### src/rtl/dma_pkg.sv
// Shared DMA types and the channel-select decode used by the decoder and the priority block.
package dma_pkg;

  localparam int DMA_NCH  = 4;
  localparam int DMA_CH_W = 2;

  typedef logic [DMA_CH_W-1:0] ch_sel_t;
  typedef logic [DMA_NCH-1:0]  ch_vec_t;

  // Only the enabled branch indexes by sel, so an unknown sel under en=0 cannot leak out.
  function automatic ch_vec_t dec2to4(input ch_sel_t sel, input logic en);
    ch_vec_t v;
    v = '0;
    if (en) begin
      v[sel] = 1'b1;
    end
    return v;
  endfunction

endpackage

### src/rtl/decoder_2to4.sv
// Registered 2-to-4 one-hot channel decoder with output polarity applied after the register.
module decoder_2to4
  import dma_pkg::*;
#(
  parameter int SEL_W    = 2,
  parameter int RST_IDLE = 1
) (
  input  logic                  clk,
  input  logic                  RESET,
  input  logic [SEL_W-1:0]      sel,
  input  logic                  en,
  input  logic                  pol_high,
  output logic [(2**SEL_W)-1:0] dec_c,
  output logic [(2**SEL_W)-1:0] dec_q,
  output logic                  vld_q
);

  localparam int OUT_W = 2 ** SEL_W;

  if (SEL_W != DMA_CH_W || OUT_W != DMA_NCH || RST_IDLE != 1) begin : g_param_check
    $error("decoder_2to4: only SEL_W=2 and RST_IDLE=1 are supported");
  end

  function automatic ch_vec_t apply_pol(input ch_vec_t raw, input logic high);
    return high ? raw : ~raw;
  endfunction

  ch_vec_t raw_p0;
  ch_vec_t raw_p1;
  logic    vld_p1;

  // Stage p0: same-cycle decode
  always_comb begin
    raw_p0 = dec2to4(ch_sel_t'(sel), en);
  end

  assign dec_c = apply_pol(raw_p0, pol_high);

  // Stage p1: registered raw one-hot and valid
  always_ff @(posedge clk or negedge RESET) begin
    if (!RESET) begin
      raw_p1 <= '0;
      vld_p1 <= 1'b0;
    end else begin
      raw_p1 <= raw_p0;
      vld_p1 <= en;
    end
  end

  assign dec_q = apply_pol(raw_p1, pol_high);
  assign vld_q = vld_p1;

endmodule

### config.mk
export PLATFORM = sky130hd
export DESIGN_NAME = decoder_2to4
export DESIGN_NICKNAME = d
export VERILOG_FILES = /design/src/rtl/dma_pkg.sv /design/src/rtl/decoder_2to4.sv
export SDC_FILE = /design/constraint.sdc
export NUM_CORES = 1
export LEC_CHECK = 0
export CAP_MARGIN = 20
export CORE_AREA = 2 2 39 41
export CTS_CLUSTER_SIZE = 16
export DETAILED_ROUTE_END_ITERATION = 16
export DIE_AREA = 0 0 41 43
export SLEW_MARGIN = 20
export SYNTH_ARGS = -nofsm -noshare
export SYNTH_HDL_FRONTEND = slang
export SYNTH_SLANG_ARGS = --single-unit
export TNS_END_PERCENT = 10
### constraint.sdc
create_clock -name clk -period 0.8 [get_ports clk]
set_clock_uncertainty 0.15 [all_clocks]
set_input_delay 0.16 -clock clk [delete_from_list [all_inputs] [get_ports clk]]
set_output_delay 0.16 -clock clk [all_outputs]
set_load 0.01 [all_outputs]
Yosys cells after proc, flatten, opt, wreduce, memory -nomap -nowiden
Index checks and enable logic that the tools add are counted.
Word-level totals
  register bits after elaboration: 5
  latch bits: 0
  RAM bits: 0
  ROM bits: 0
  input port bits: 6
  output and inout port bits: 9
  logic and storage cells: 12
  memories: 0
Operators by class
  add/sub/neg operators: 0
  multiply operators: 0
  div/mod/pow operators: 0
  magnitude comparators: 2
  equality and inequality tests: 0
  shifts and indexed selects: 0
  muxes and demuxes: 5
  bitwise logic cells: 2
  reduce and logical (&&, ||, !) cells: 1
Operators with widths (number)
  2-to-1 mux 4 bit: 3
  NOT 4 bit: 2
  < comparator 2 x 3 -> 1 bit (second input constant): 1
  demux 1 bit (select 2 bit): 1
  >= comparator 2 x 1 -> 1 bit (second input constant): 1
  logical AND 1 bit: 1
  2-to-1 mux 1 bit: 1

Longest topological paths before layout
Gate-level depths: netlist (run 1).
  depth in word-level cells: 7
  mapped depth: 2
  gate-level depth less buffers: 2

Worst setup path after synthesis (run 1)
No wires, ideal clock.
  kind: input -> output
  start: input pol_high
  end: output dec_c[1]
  data arrival time: 0.608 ns
  required time: 0.490 ns
  slack: -0.118 ns
  cell stages on the path: 2
  buffers on the path: 1
  cells stage by stage: buf_2 > xor2_1
On the way
  longest elaborated chain between the ends: 1
RTL lines
  start, declared: RTL line decoder_2to4.sv:12  | input logic pol_high,
  2-to-1 mux 4 bit: RTL line decoder_2to4.sv:25  | return high ? raw : ~raw;
  end, declared: RTL line decoder_2to4.sv:13  | output logic [(2**SEL_W)-1:0] dec_c,
Every way passes these cells.

Final worst setup path (run 1)
  start: register raw_p1[2]
  end: output dec_q[2]
On the way
  longest elaborated chain between the ends: 2
RTL lines
  start, declared: RTL line decoder_2to4.sv:29  | ch_vec_t raw_p1;
  start signal, assigned: RTL line decoder_2to4.sv:45  | raw_p1 <= raw_p0;
  NOT 4 bit: RTL line decoder_2to4.sv:25
  2-to-1 mux 4 bit *: RTL line decoder_2to4.sv:25
  end, declared: RTL line decoder_2to4.sv:14  | output logic [(2**SEL_W)-1:0] dec_q,
Every way passes the cells marked *; elsewhere a longest branch is shown, timed or not.

==> results of run 1 <==
timing repair:
item                                   4_1_cts  5_1_grt
endpoints found under the hold margin        6        1
pin swaps                                    3        3
gates resized for setup                     60        4
buffers inserted                             1        0
gates cloned                                 0        0
setup endpoints to repair                   13        9
state kept, by name (all words and copies together) (netlist names):
| signal | flops |
|---|---|
| raw_p1 | 4 |
| vld_q | 1 |
path summary, 6_finish.rpt:
path,startpoint,to,cells past startpoint
hold / removal,en,vld_q,2
max in group asynchronous,RESET,raw_p1[1],1
setup / recovery,raw_p1[2],dec_q[2],2
min in group asynchronous,RESET,vld_q,1
cell families (layout without fill, tap and decap cells):
family	Yosys count	in the layout	synth area share
xor gates and xnor gates	8	8	0.290
DFF	5	5	0.518
and+or+nand+nor	4	4	0.155
buffers and inverters	2	22	0.0362
power by group through the flow:
stage | Combinational [W] | Sequential, W | Clock (W)
2_1_floorplan | 0.000106 | 0.000275 | 0
3_3_place_gp | 0.000233 | 0.000274 | 0
3_5_place_dp | 0.000235 | 0.000274 | 0
4_1_cts | 0.000204 | 0.000270 | 0.000303
5_1_grt | 0.000237 | 0.000271 | 0.000316
6_report | 0.000220 | 0.000271 | 0.000286
cells in the final DEF, fill, tap and decap left out:
master	n
and3_4	1
and3b_2	1
buf_12	1
buf_2	8
buf_4	2
buf_6	3
buf_8	2
clkbuf_1	1
clkbuf_4	3
clkdlybuf4s50_1	1
dfrtp_1	5
inv_1	1
nand3b_1	1
nor3b_4	1
xnor2_2	6
xnor2_4	1
xor2_2	1
area by class of cell:
| cell class | instances | area, um^2 |
|---|---|---|
| clock buffer | 4 | 26.3 |
| fill | 141 | 871 |
| inverter | 1 | 3.75 |
| multi-input combinational | 12 | 189 |
| sequential | 5 | 125 |
| tap | 16 | 20.0 |
| timing repair buffer | 17 | 149 |
routing by layer:
layer | part of all wire | vias up
met5 | 0 | -
li1 | - | 99
met4 | 0 | 0
met3 | 0.13 | 0
met2 | 0.50 | 14
met1 | 0.37 | 82
through the flow:
step	power [W]	setup WS [ps]	cells	setup TNS, ps
after floorplan	0.000381	-53.1	19	-398
after global placement	0.000507	-1140	50	-10700
after detailed placement	0.000509	-1170	50	-10880
after CTS	0.000777	-427	55	-3010
after global routing	0.000824	-445	55	-3180
final	0.000776	-399	55	-2870
==> out/results.ini, run 1 <==
[outcome]
status = complete, but fails checks
violations = hold timing, setup timing

[grt]
use_met1 = 0.0772
use_met2 = 0.109
grt_usage = 0.0814
antenna_found_initial = 0
use_met3 = 0.0366
gr-max-usage-layer = met2
grt_pass1_wl_um = 841
grt_pass1_vias = 223
grt_max_degree = 9
overflow = 0

[logic_synthesis]
yosys.area.top_type = dfrtp_1
synth.avg_cell_area_um2 = 12.7
syn_nets = 25
mappedNetlistArea_um2 = 241
yosysTopAreaCellShare = 0.518
synth.area.top_cells = dfrtp_1, xnor2_1, nor3b_2
synth-seq-cells = 5
synth_edf_count = 0
syn_inst = 19
synthArstFlopShare = 1.00
ys_types = 9
synth_ff_type = dfrtp_1
yosys-top-cells-count = xnor2_1, dfrtp_1
ys_warn_count = 0
synth.most_common_cell = xnor2_1
yosysSeqAreaShare = 0.518

[clocking]
cts_inserted_buffers = 3
cts_tree = built
htree_levels = 1
clockBufferDepth = 2
clk_pin_slew_ps = 40
clockRootBuffer = clkbuf_4
cts.sinks = 5

[critical_path]
critical_path.max_stage_delay_ps = 380
critPathBufInv = 1
critPathKind = flip-flop to primary output
cp_max_fo = 1
worstSetupEndpointType = primary output
arrival_ps = 890
critPathRequiredTime_ps = 490
cp-start-kind = flip-flop
slowest_stage = dfrtp_1
critPathTopFamily = flip-flops
crit_chain = xnor2_2 > buf_2

[timing]
rsz0062_at_grt = yes
setup_viol = 9
max_freq_ghz = 0.834
layout_setup_ws_ps = -399
min_period_over_period = 1.50
hold-worst-slack_ps = -24.3
worst_slew_pin_slew_ps = 226
period_needed_ps = 1200
relSlewSlack = 0.849
hold_violations = 6
report.final.slew_viol_count = 0

[route]
dr.pass1.iters = 3
wl_um = 557
drcViolationCount = 0
via_per_inst = 3.55
dr_total_vias = 195
drtAntennaViolNets = 0
wl_per_cell_um = 10.1
first_iter_violations = 1

[layout]
design_area_um2 = 513
nNetsFinal = 46
final_core_util = 0.371
syn2layout_area_growth_pct = 112
antennaDiodeCount = 0
drive_gt1_frac = 0.769

[power_and_ir_drop]
p_per_area_nw_per_um2 = 1510
seq_power_share = 0.349
p_clk_frac = 0.368
peakVddDrop_mv = 0.496
p_int_w = 0.000582
comb_power_share = 0.283
switching_share = 0.250
leakage_nw = 0.246
p_switching_w = 0.000194

[die]
core_um2 = 1380
ioPinCount = 15
die_w_um = 41
fp.dieArea_um2 = 1760
start_util = 0.175
placement_rows = 14
dieHeight_um = 43

[placement]
place_area_um2 = 490
gp_congestion = 0.708
port_buffers = 14

[min_path]
hold_class = input port to flip-flop

[flow_run]
maxCapViolCount = 0

No activity file was read; power rests on OpenSTA's default activity.
==> inputs of run 2 (changes only) <==
--- a/config.mk
+++ b/config.mk
@@ -10,6 +10,8 @@
 export CTS_CLUSTER_SIZE = 16
 export DETAILED_ROUTE_END_ITERATION = 16
 export DIE_AREA = 0 0 41 43
+export DONT_BUFFER_PORTS = 1
+export MAX_ROUTING_LAYER = met4
 export SLEW_MARGIN = 20
 export SYNTH_ARGS = -nofsm -noshare
 export SYNTH_HDL_FRONTEND = slang
==> run 2 against run 1 <==
The flow still finishes with violations (hold timing, setup timing). Non-clock buffer count is 15 lower. Setup slack better by 81 ps. Count of clock-buffer cells in the layout stayed put. Maximum frequency grew 7.3%. Combinational power decreased by 53%. Largest cell class unchanged. Utilization decreased by 11 points. Sequential power about the same. Die area unchanged. Cell count is 27% lower. Worst hold slack lost 180 ps. Global-route usage fell by 1.4 points. Highest routed layer is now met4. Critical path type unchanged.
==> out/results.ini, run 2 (synthesized netlist as in run 1, its figures left out) <==
[route]
wl_um = 390
dr.pass1.iters = 1
via_per_inst = 3.65
drcViolationCount = 0
first_iter_violations = 0
drtAntennaViolNets = 0
dr_total_vias = 146
wl_per_cell_um = 9.75

[critical_path]
crit_chain = xnor2_2
cp-start-kind = flip-flop
critPathTopFamily = flip-flops
cp_max_fo = 1
critical_path.max_stage_delay_ps = 390
critPathRequiredTime_ps = 490
critPathBufInv = 0
slowest_stage = dfrtp_1
arrival_ps = 810
critPathKind = flip-flop to primary output
worstSetupEndpointType = primary output

[timing]
rsz0062_at_grt = yes
setup_tns_ps = -1690
report.final.slew_viol_count = 0
worst_slew_pin_slew_ps = 221
layout_setup_ws_ps = -318
hold-worst-slack_ps = -201
min_period_over_period = 1.40
max_freq_ghz = 0.895
hold_violations = 2
relSlewSlack = 0.852
setup_viol = 9
period_needed_ps = 1120

[power_and_ir_drop]
p_clk_frac = 0.431
p_per_area_nw_per_um2 = 1800
leakage_nw = 0.166
seq_power_share = 0.413
comb_power_share = 0.156
peakVddDrop_mv = 0.343
p_switching_w = 0.000149
p_total_w = 0.000659
p_int_w = 0.000511
switching_share = 0.225

[clocking]
cts_tree = built
cts.sinks = 5
cts_inserted_buffers = 3
cts.repair.resized = 0
postCtsSetupBuffers = 0
cts_hold_buf = 1
clockBufferDepth = 2
clk_pin_slew_ps = 40
htree_levels = 1
clockRootBuffer = clkbuf_4

[layout]
largest_register = raw_p1
drive_gt1_frac = 0.625
largest_reg_flops = 4
final_cell_mix = xnor2_2, dfrtp_1, clkbuf_4
fillers = 147
antennaDiodeCount = 0
syn2layout_area_growth_pct = 51.8
layout_commonest_cell = xnor2_2
nNetsFinal = 31

[die]
start_util = 0.175
ioPinCount = 15
placement_rows = 14
die_w_um = 41
dieHeight_um = 43
core_um2 = 1380
fp.dieArea_um2 = 1760

[grt]
grt_max_degree = 9
overflow = 0
grt_pass1_vias = 168
antenna_found_initial = 0
grt_pass1_wl_um = 648
grt_usage = 0.0676

[placement]
port_buffers = 0
gp_congestion = 0.754

[min_path]
hold_class = input port to flip-flop

[outcome]
violations = hold timing, setup timing
status = complete, but fails checks

[flow_run]
maxCapViolCount = 0

run 2: area by class of cell:
type                    instances  area, um^2  share of cell area
inverters                       1        3.75              0.0102
clock buffers                   4        26.3              0.0717
repair buffers                  2        17.5              0.0478
multi-input cells              12         174               0.474
flip-flops and latches          5         125               0.341
well taps                      16        20.0              0.0546
run 2: routing by layer:
layer  track usage  vias up  part of all wire
met5             -        -                 0
met4         0.100        0             0.054
met3        0.0157        2              0.15
met2        0.0656       16              0.31
met1        0.0867       59              0.48
li1              -       69                 -
run 2: final timing paths:
check / from / endpoint / slack (ps) / depth (start not counted)
max: raw_p1[3] / dec_q[3] / -320 / 1
min: en / vld_q / -200 / 0
min in group asynchronous: RESET / vld_q / 60 / 1
max in group asynchronous: RESET / raw_p1[2] / 260 / 1
run 2: metrics by stage:
| step | util | area [um^2] | cells | hold WS [ps] | setup slack, ps |
|---|---|---|---|---|---|
| global placement | 0.239 | 330 | 35 | -285 | -83.3 |
| detailed placement | 0.239 | 330 | 35 | -285 | -81.3 |
| floorplan | - | 314 | 19 | -286 | -53.1 |
| global route | 0.265 | 367 | 40 | -226 | -384 |
| CTS | 0.265 | 367 | 40 | -211 | -335 |
| finish | 0.265 | 367 | 40 | -201 | -318 |
run 2: power groups by stage:
stage,sequential (W),combinational (W),clock (W)
global placement,0.000276,0.0000966,0
finish,0.000272,0.000103,0.000284
detailed placement,0.000276,0.0000959,0
CTS,0.000272,0.000105,0.000300
global route,0.000272,0.000114,0.000337
floorplan,0.000275,0.000106,0
run 2: repair_timing:
| item | CTS | global route |
|---|---|---|
| setup endpoints to repair | 9 | 9 |
| pin swaps | 1 | 1 |
| endpoints found under the hold margin | 7 | 3 |
